### src/rtl/instruction_assembler_if.sv
// Byte-link and issue bus of instruction_assembler.
//   master : host side. Drives i_byte, i_byte_valid and i_vblank, and observes the outputs.
//   slave  : the assembler itself.
//   Signals:
//     i_byte / i_byte_valid   received byte and its one-cycle strobe
//     i_vblank                vertical blanking flag
//     o_instruction           issued word ([7:0] opcode, [31:8] args)
//     o_instruction_ready     one-cycle issue strobe
//     o_fifo_full             FIFO holds its full depth of words
//     o_overflow              sticky flag: a completed word was dropped
//     o_timeout               one-cycle pulse: a partial word was discarded
interface instruction_assembler_if;
  logic [7:0]  i_byte;
  logic        i_byte_valid;
  logic        i_vblank;
  logic [31:0] o_instruction;
  logic        o_instruction_ready;
  logic        o_fifo_full;
  logic        o_overflow;
  logic        o_timeout;

  modport master (
    output i_byte, i_byte_valid, i_vblank,
    input  o_instruction, o_instruction_ready, o_fifo_full, o_overflow, o_timeout
  );

  modport slave (
    input  i_byte, i_byte_valid, i_vblank,
    output o_instruction, o_instruction_ready, o_fifo_full, o_overflow, o_timeout
  );
endinterface

### src/rtl/instruction_assembler.sv
// instruction_assembler: packs host-link bytes (LSB first, opcode byte first) into 32-bit
// instruction words. It queues them in a circular FIFO and issues each word as a
// one-cycle strobe, at a rate of at most one word every 2 cycles.
// Ports:
//   i_clk      system clock, all logic on posedge
//   i_reset_n  synchronous active-low reset
//   bus        instruction_assembler_if.slave (byte input, vblank, issue outputs, flags)
// Parameters: DEPTH_LOG2 (FIFO depth = 2**DEPTH_LOG2), and BYTE_TIMEOUT (the number of idle
//   cycles after a byte before a partial word is discarded).
// Build option: VBLANK_SYNC_EN. When it is defined, words issue only while i_vblank is high.
//   When it is undefined, words issue as soon as they are queued and i_vblank is unused.
//
// state  | meaning
// S_IDLE | waiting for a queued word and issue permission
// S_ISSUE| strobe cycle; always returns to S_IDLE
module instruction_assembler #(
  parameter int DEPTH_LOG2   = 3,
  parameter int BYTE_TIMEOUT = 50000
) (
  input logic                   i_clk,
  input logic                   i_reset_n,
  instruction_assembler_if.slave bus
);
  localparam int DEPTH = 2 ** DEPTH_LOG2;
  localparam int TW    = $clog2(BYTE_TIMEOUT) + 1;
  localparam logic [TW-1:0] TO_LAST = TW'(BYTE_TIMEOUT - 1);

  typedef enum logic {S_IDLE, S_ISSUE} state_t;
  state_t state, state_next;

  logic [1:0]          byte_cnt;
  logic [23:0]         partial;
  logic [TW-1:0]       idle_cnt;
  logic [31:0]         mem [DEPTH];
  logic [DEPTH_LOG2:0] wptr, rptr, wptr_next, rptr_next;
  logic empty, full, full_next, word_done, wr_en, pop, issue_ok, timeout_hit;

`ifdef VBLANK_SYNC_EN
  assign issue_ok = bus.i_vblank;
`else
  logic unused_vblank;
  assign unused_vblank = bus.i_vblank;
  assign issue_ok      = 1'b1;
`endif

  // The MSB of each pointer records the wrap parity. The FIFO is full when the low bits
  // of the two pointers match but their MSBs differ.
  assign empty = (wptr == rptr);
  assign full  = (wptr[DEPTH_LOG2] != rptr[DEPTH_LOG2]) &&
                 (wptr[DEPTH_LOG2-1:0] == rptr[DEPTH_LOG2-1:0]);

  assign word_done   = bus.i_byte_valid && (byte_cnt == 2'd3);
  assign wr_en       = word_done && !full;
  // An arriving byte takes priority over a timeout on the same edge.
  assign timeout_hit = !bus.i_byte_valid && (byte_cnt != 2'd0) && (idle_cnt == TO_LAST);

  assign wptr_next = wptr + (DEPTH_LOG2 + 1)'(wr_en);
  assign rptr_next = rptr + (DEPTH_LOG2 + 1)'(pop);
  assign full_next = (wptr_next[DEPTH_LOG2] != rptr_next[DEPTH_LOG2]) &&
                     (wptr_next[DEPTH_LOG2-1:0] == rptr_next[DEPTH_LOG2-1:0]);

  always_comb begin
    state_next = state;
    pop        = 1'b0;
    case (state)
      S_IDLE: begin
        if (!empty && issue_ok) begin
          pop        = 1'b1;
          state_next = S_ISSUE;
        end
      end
      S_ISSUE: state_next = S_IDLE;
      default: state_next = S_IDLE;
    endcase
  end

  always_ff @(posedge i_clk) begin
    if (wr_en) mem[wptr[DEPTH_LOG2-1:0]] <= {bus.i_byte, partial};
  end

  always_ff @(posedge i_clk) begin
    if (!i_reset_n) begin
      state                   <= S_IDLE;
      wptr                    <= '0;
      rptr                    <= '0;
      byte_cnt                <= 2'd0;
      partial                 <= '0;
      idle_cnt                <= '0;
      bus.o_instruction       <= '0;
      bus.o_instruction_ready <= 1'b0;
      bus.o_fifo_full         <= 1'b0;
      bus.o_overflow          <= 1'b0;
      bus.o_timeout           <= 1'b0;
    end else begin
      state           <= state_next;
      wptr            <= wptr_next;
      rptr            <= rptr_next;
      bus.o_fifo_full <= full_next;
      bus.o_timeout   <= timeout_hit;
      if (word_done && full) bus.o_overflow <= 1'b1;

      bus.o_instruction_ready <= pop;
      if (pop) bus.o_instruction <= mem[rptr[DEPTH_LOG2-1:0]];

      if (bus.i_byte_valid) begin
        idle_cnt <= '0;
        byte_cnt <= byte_cnt + 2'd1;
        case (byte_cnt)
          2'd0:    partial[7:0]   <= bus.i_byte;
          2'd1:    partial[15:8]  <= bus.i_byte;
          2'd2:    partial[23:16] <= bus.i_byte;
          default: partial        <= '0;
        endcase
      end else if (byte_cnt != 2'd0) begin
        if (timeout_hit) begin
          byte_cnt <= 2'd0;
          partial  <= '0;
          idle_cnt <= '0;
        end else begin
          idle_cnt <= idle_cnt + TW'(1);
        end
      end
    end
  end
endmodule
### src/flat_wrapper.sv
// flat-port wrapper written by rule: the top's interface ports become plain ports
module instruction_assembler_flat 
#(
  parameter int DEPTH_LOG2   = 3,
  parameter int BYTE_TIMEOUT = 50000
)
  (i_clk, i_reset_n, bus_i_byte, bus_i_byte_valid, bus_i_vblank, bus_o_instruction, bus_o_instruction_ready, bus_o_fifo_full, bus_o_overflow, bus_o_timeout);
  instruction_assembler_if bus_i ();
  input logic i_clk;
  input logic i_reset_n;
  input wire logic [$bits(bus_i.i_byte)-1:0] bus_i_byte;
  input wire logic [$bits(bus_i.i_byte_valid)-1:0] bus_i_byte_valid;
  input wire logic [$bits(bus_i.i_vblank)-1:0] bus_i_vblank;
  output wire logic [$bits(bus_i.o_instruction)-1:0] bus_o_instruction;
  output wire logic [$bits(bus_i.o_instruction_ready)-1:0] bus_o_instruction_ready;
  output wire logic [$bits(bus_i.o_fifo_full)-1:0] bus_o_fifo_full;
  output wire logic [$bits(bus_i.o_overflow)-1:0] bus_o_overflow;
  output wire logic [$bits(bus_i.o_timeout)-1:0] bus_o_timeout;
  assign bus_i.i_byte = bus_i_byte;
  assign bus_i.i_byte_valid = bus_i_byte_valid;
  assign bus_i.i_vblank = bus_i_vblank;
  assign bus_o_instruction = bus_i.o_instruction;
  assign bus_o_instruction_ready = bus_i.o_instruction_ready;
  assign bus_o_fifo_full = bus_i.o_fifo_full;
  assign bus_o_overflow = bus_i.o_overflow;
  assign bus_o_timeout = bus_i.o_timeout;
  instruction_assembler #(.DEPTH_LOG2(DEPTH_LOG2), .BYTE_TIMEOUT(BYTE_TIMEOUT)) u_core (.i_clk(i_clk), .i_reset_n(i_reset_n), .bus(bus_i));
endmodule
### config.mk
export PLATFORM = sky130hd
export DESIGN_NAME = instruction_assembler_flat
export DESIGN_NICKNAME = d
export VERILOG_FILES = /design/src/rtl/instruction_assembler_if.sv /design/src/rtl/instruction_assembler.sv /design/src/flat_wrapper.sv
export SDC_FILE = /design/constraint.sdc
export NUM_CORES = 1
export LEC_CHECK = 0
export CORE_UTILIZATION = 40
export DETAILED_ROUTE_END_ITERATION = 8
export PLACE_DENSITY = 0.65
export SLEW_MARGIN = 30
export SYNTH_ARGS = -nofsm -noshare
export SYNTH_HDL_FRONTEND = slang
export SYNTH_SLANG_ARGS = --single-unit
### constraint.sdc
create_clock -name i_clk -period 3.8 [get_ports i_clk]
set_clock_uncertainty 0.1 [all_clocks]
set_input_delay 0.38 -clock i_clk [delete_from_list [all_inputs] [get_ports i_clk]]
set_output_delay 0.38 -clock i_clk [all_outputs]
set_load 0.02 [all_outputs]
==> results.toml <==
[outcome]
status = "finished clean"

[global_route]
grt_usage = 0.156
antenna_found_initial = 0
met2_usage = 0.254
use_met3 = 0.0296
grt_max_degree = 67
grt_pass1_vias = 6656
gr-total-overflow = 0
grt_pass1_wl_mm = 39.0
grtUsageMet1 = 0.216
top_usage_layer = "met2"

[clock_network]
cts_setup_buffers = 0
cts_made_buffers = 36
ctsResizeCount = 0
clockBufferDepth = 3
path_clk_slew_ns = 0.06
clock_sinks = 343
root_buffer = "clkbuf_16"
htree_levels = 2
cts_tree = "yes"
cts-hold-fix-buffers = 0
clock_insertion_delay_worst_skew_ns = 0.51

[hold_path]
hold_path.class = "reg2reg"

[setup_path]
critPathCapture = "u_core.byte_cnt[0]"
reg2reg_setup_slack_ns = 1.05
worst_path_largest_cell_delay_ns = 0.64
crit_chain = "inv_1 -> ha_1 -> nand4b_2 -> nor4_2 -> a211o_1 -> mux2i_1"
path_max_fanout = 19
cp-startpoint = "u_core.byte_cnt[0]"
cpLargestDelayFamily = "simple AND/OR/NAND/NOR gates"
reg2reg_to = "u_core.byte_cnt[0]"
critPathCaptureType = "flip-flop"
worst-path-stages = 6
cp.required_ns = 4.07
start_kind = "flip-flop"
crit_slowest_cell = "nor4_2"
crit_arrival_ns = 3.02
r2r_cells = 6
path_class = "reg2reg"
rr_startpoint = "u_core.byte_cnt[0]"
path_buf_inv = 1

[route]
dr.pass1.iters = 5
totalWireLength_mm = 24.6
antenna_left = 0
wl_per_cell_um = 20.5
drc = 0
vias = 6271
first_iter_violations = 521
vias_per_cell = 5.22

[sta]
rsz0062_at_grt = "no"
fin_crit_sh = 0.725
timing.fmax_mhz = 363
max_slew_margin = 0.383
timing.final.ws_setup_ns = 1.05
finalSetupViolCount = 0
hold_viol = 0
tightest_slew_ns = 0.921
fin_crit_ns = 2.75
slew_viol_final = 0
fin_tns_setup_ns = 0

[finish]
fin_util = 0.480
fillers = 2600
num-nets-final = 792
ff_latch_area_um2 = 9440
instances_no_fill = 1201
multiInputGateArea_um2 = 3330
antenna_cells = 0
drive_above_1_share = 0.207
syn2layout_area_growth_pct = 18.0

[floorplan]
die_h_um = 181
core_area_um2 = 31600
die_w_um = 181
rows = 65
io_pins = 48
initial_core_util = 0.407
dieArea_um2 = 32900

[placement]
numPortBuffers = 46
dp_hpwl_mm = 13.9
pre_cts_ws_ns = 0.796
place.gp.congestion = 0.725
placed_cells = 1135

[yosys]
yosysWarningCount = 0
synthDistinctLibCells = 43
synth-edff-count = 256
synthCells = 701
yosysSeqAreaShare = 0.733
synth_ff_type = "edfxtp_1"
async_flop_share = 0
synth_area_um2 = 12900
ys_ff_latch = 343
syn_area_per_cell_um2 = 18.4
synth_fp_nets = 722

[power]
powerDensity_nw_per_um2 = 594
max-vdd-ir-drop_mv = 0.262
p_comb_frac = 0.116
p_clk_frac = 0.414
swShare = 0.225
power.internal_uw = 6990
leakage_uw = 0.00483
power_frac_seq = 0.470
p_switching_uw = 2030

[run]
cap_violations = 0
-- through the flow --
stage	power [µW]	area (µm²)	hold WS, ns
after floorplan	5010	12900	0.370
after global placement	5380	13900	0.354
after detailed placement	5390	13900	0.367
after CTS	9130	15200	0.393
after global routing	9370	15200	0.424
final	9020	15200	0.391
-- state kept, by name, indices dropped and copies added, names as in the netlist --
name / cells
u_core.bus.o_timeout: 1
u_core.bus.o_instruction: 32
u_core.mem: 256
u_core.byte_cnt: 2
u_core.bus.o_fifo_full: 1
u_core.bus.o_instruction_ready: 1
u_core.bus.o_overflow: 1
u_core.wptr: 4
u_core.idle_cnt: 17
u_core.partial: 24
u_core.rptr: 4
-- worst min-delay path by stage --
stage	slack [ns]	depth (start not counted)	startpoint	endpoint
4_1_cts	0.39	1	u_core.bus.o_overflow	u_core.bus.o_overflow
5_1_grt	0.42	1	u_core.bus.o_overflow	u_core.bus.o_overflow
3_3_place_gp	0.35	1	u_core.bus.o_overflow	u_core.bus.o_overflow
6_report	0.39	1	u_core.bus.o_overflow	u_core.bus.o_overflow
2_1_floorplan	0.37	2	u_core.idle_cnt[15]	u_core.idle_cnt[15]
3_5_place_dp	0.37	1	u_core.bus.o_overflow	u_core.bus.o_overflow
-- power by group through the flow --
| stage | registers (µW) | logic, µW | clock network, µW |
|---|---|---|---|
| after floorplan | 4400 | 603 | 0 |
| after global placement | 4320 | 1060 | 0 |
| after detailed placement | 4320 | 1070 | 0 |
| after CTS | 4240 | 1070 | 3810 |
| after global routing | 4260 | 1140 | 3970 |
| final | 4240 | 1050 | 3740 |
-- Yosys cell counts (all sizes together) (2+ instances only) --
library cell	instances	area share
nand2	9	0.0026
nand4	5	0.0024
mux4	64	0.11
nand3	7	0.0027
buf	17	0.0075
inv	5	0.0015
a211oi	2	0.0019
nor4	6	0.0046
o21ai	33	0.013
a21oi	33	0.013
nor3	7	0.0027
nor2	29	0.0085
and2	6	0.0029
clkbuf	17	0.0050
xnor2	20	0.014
edfxtp	256	0.60
nor3b	3	0.0025
xor2	8	0.0054
dfxtp	87	0.14
a41oi	2	0.0014
or4	2	0.0015
nand4b	2	0.0030
mux2i	34	0.026
nand2b	5	0.0024
a22o	24	0.016
ha	9	0.0088
-- metal layers --
metal,up-vias,part of all wire
li1,2943,-
met1,3162,0.45
met2,137,0.48
met3,29,0.056
met4,0,0.014
met5,-,0
-- worst register-to-register path, delay by kind of cell, from the launching register on --
family                   cells  cell delay (ns)
flip-flops                   1             0.36
AND/OR/NAND/NOR              2             0.98
buffers and inverters        1             0.10
AO/OA/AOI/OAI                1             0.62
multiplexers                 1             0.14
adder cells (fa/ha/maj)      1             0.32
-- area by class of cell --
| cell class | count | share of cell area |
|---|---|---|
| timing repair buffer | 66 | 0.0405 |
| inverter | 5 | 0.00124 |
| tap | 402 | 0.0331 |
| multi-input combinational | 319 | 0.219 |
| clock buffer | 46 | 0.0658 |
| clock inverter | 20 | 0.0185 |
| sequential | 343 | 0.621 |
-- cell families (layout without fill, tap and decap cells) --
| kind of cell | count (synthesis) | in the layout | synth area share |
|---|---|---|---|
| mux | 98 | 98 | 0.138 |
| fa+ha+maj | 9 | 9 | 0.00875 |
| xor+xnor | 28 | 28 | 0.0191 |
| flops | 343 | 343 | 0.733 |
| compound gates | 98 | 98 | 0.0482 |
| simple gates | 86 | 86 | 0.0386 |
| buf+inv | 39 | 137 | 0.0139 |
-- cell usage in the layout (no fill, tap or decap), types with 19 or more instances in the layout --
| master | instances |
|---|---|
| dfxtp_1 | 84 |
| buf_4 | 19 |
| o21ai_0 | 33 |
| mux4_2 | 64 |
| a22o_1 | 24 |
| clkbuf_16 | 37 |
| nor2_1 | 23 |
| xnor2_1 | 20 |
| a21oi_1 | 33 |
| clkdlybuf4s50_1 | 46 |
| mux2i_1 | 34 |
| edfxtp_1 | 256 |
Power figures use the tool's default switching activity.
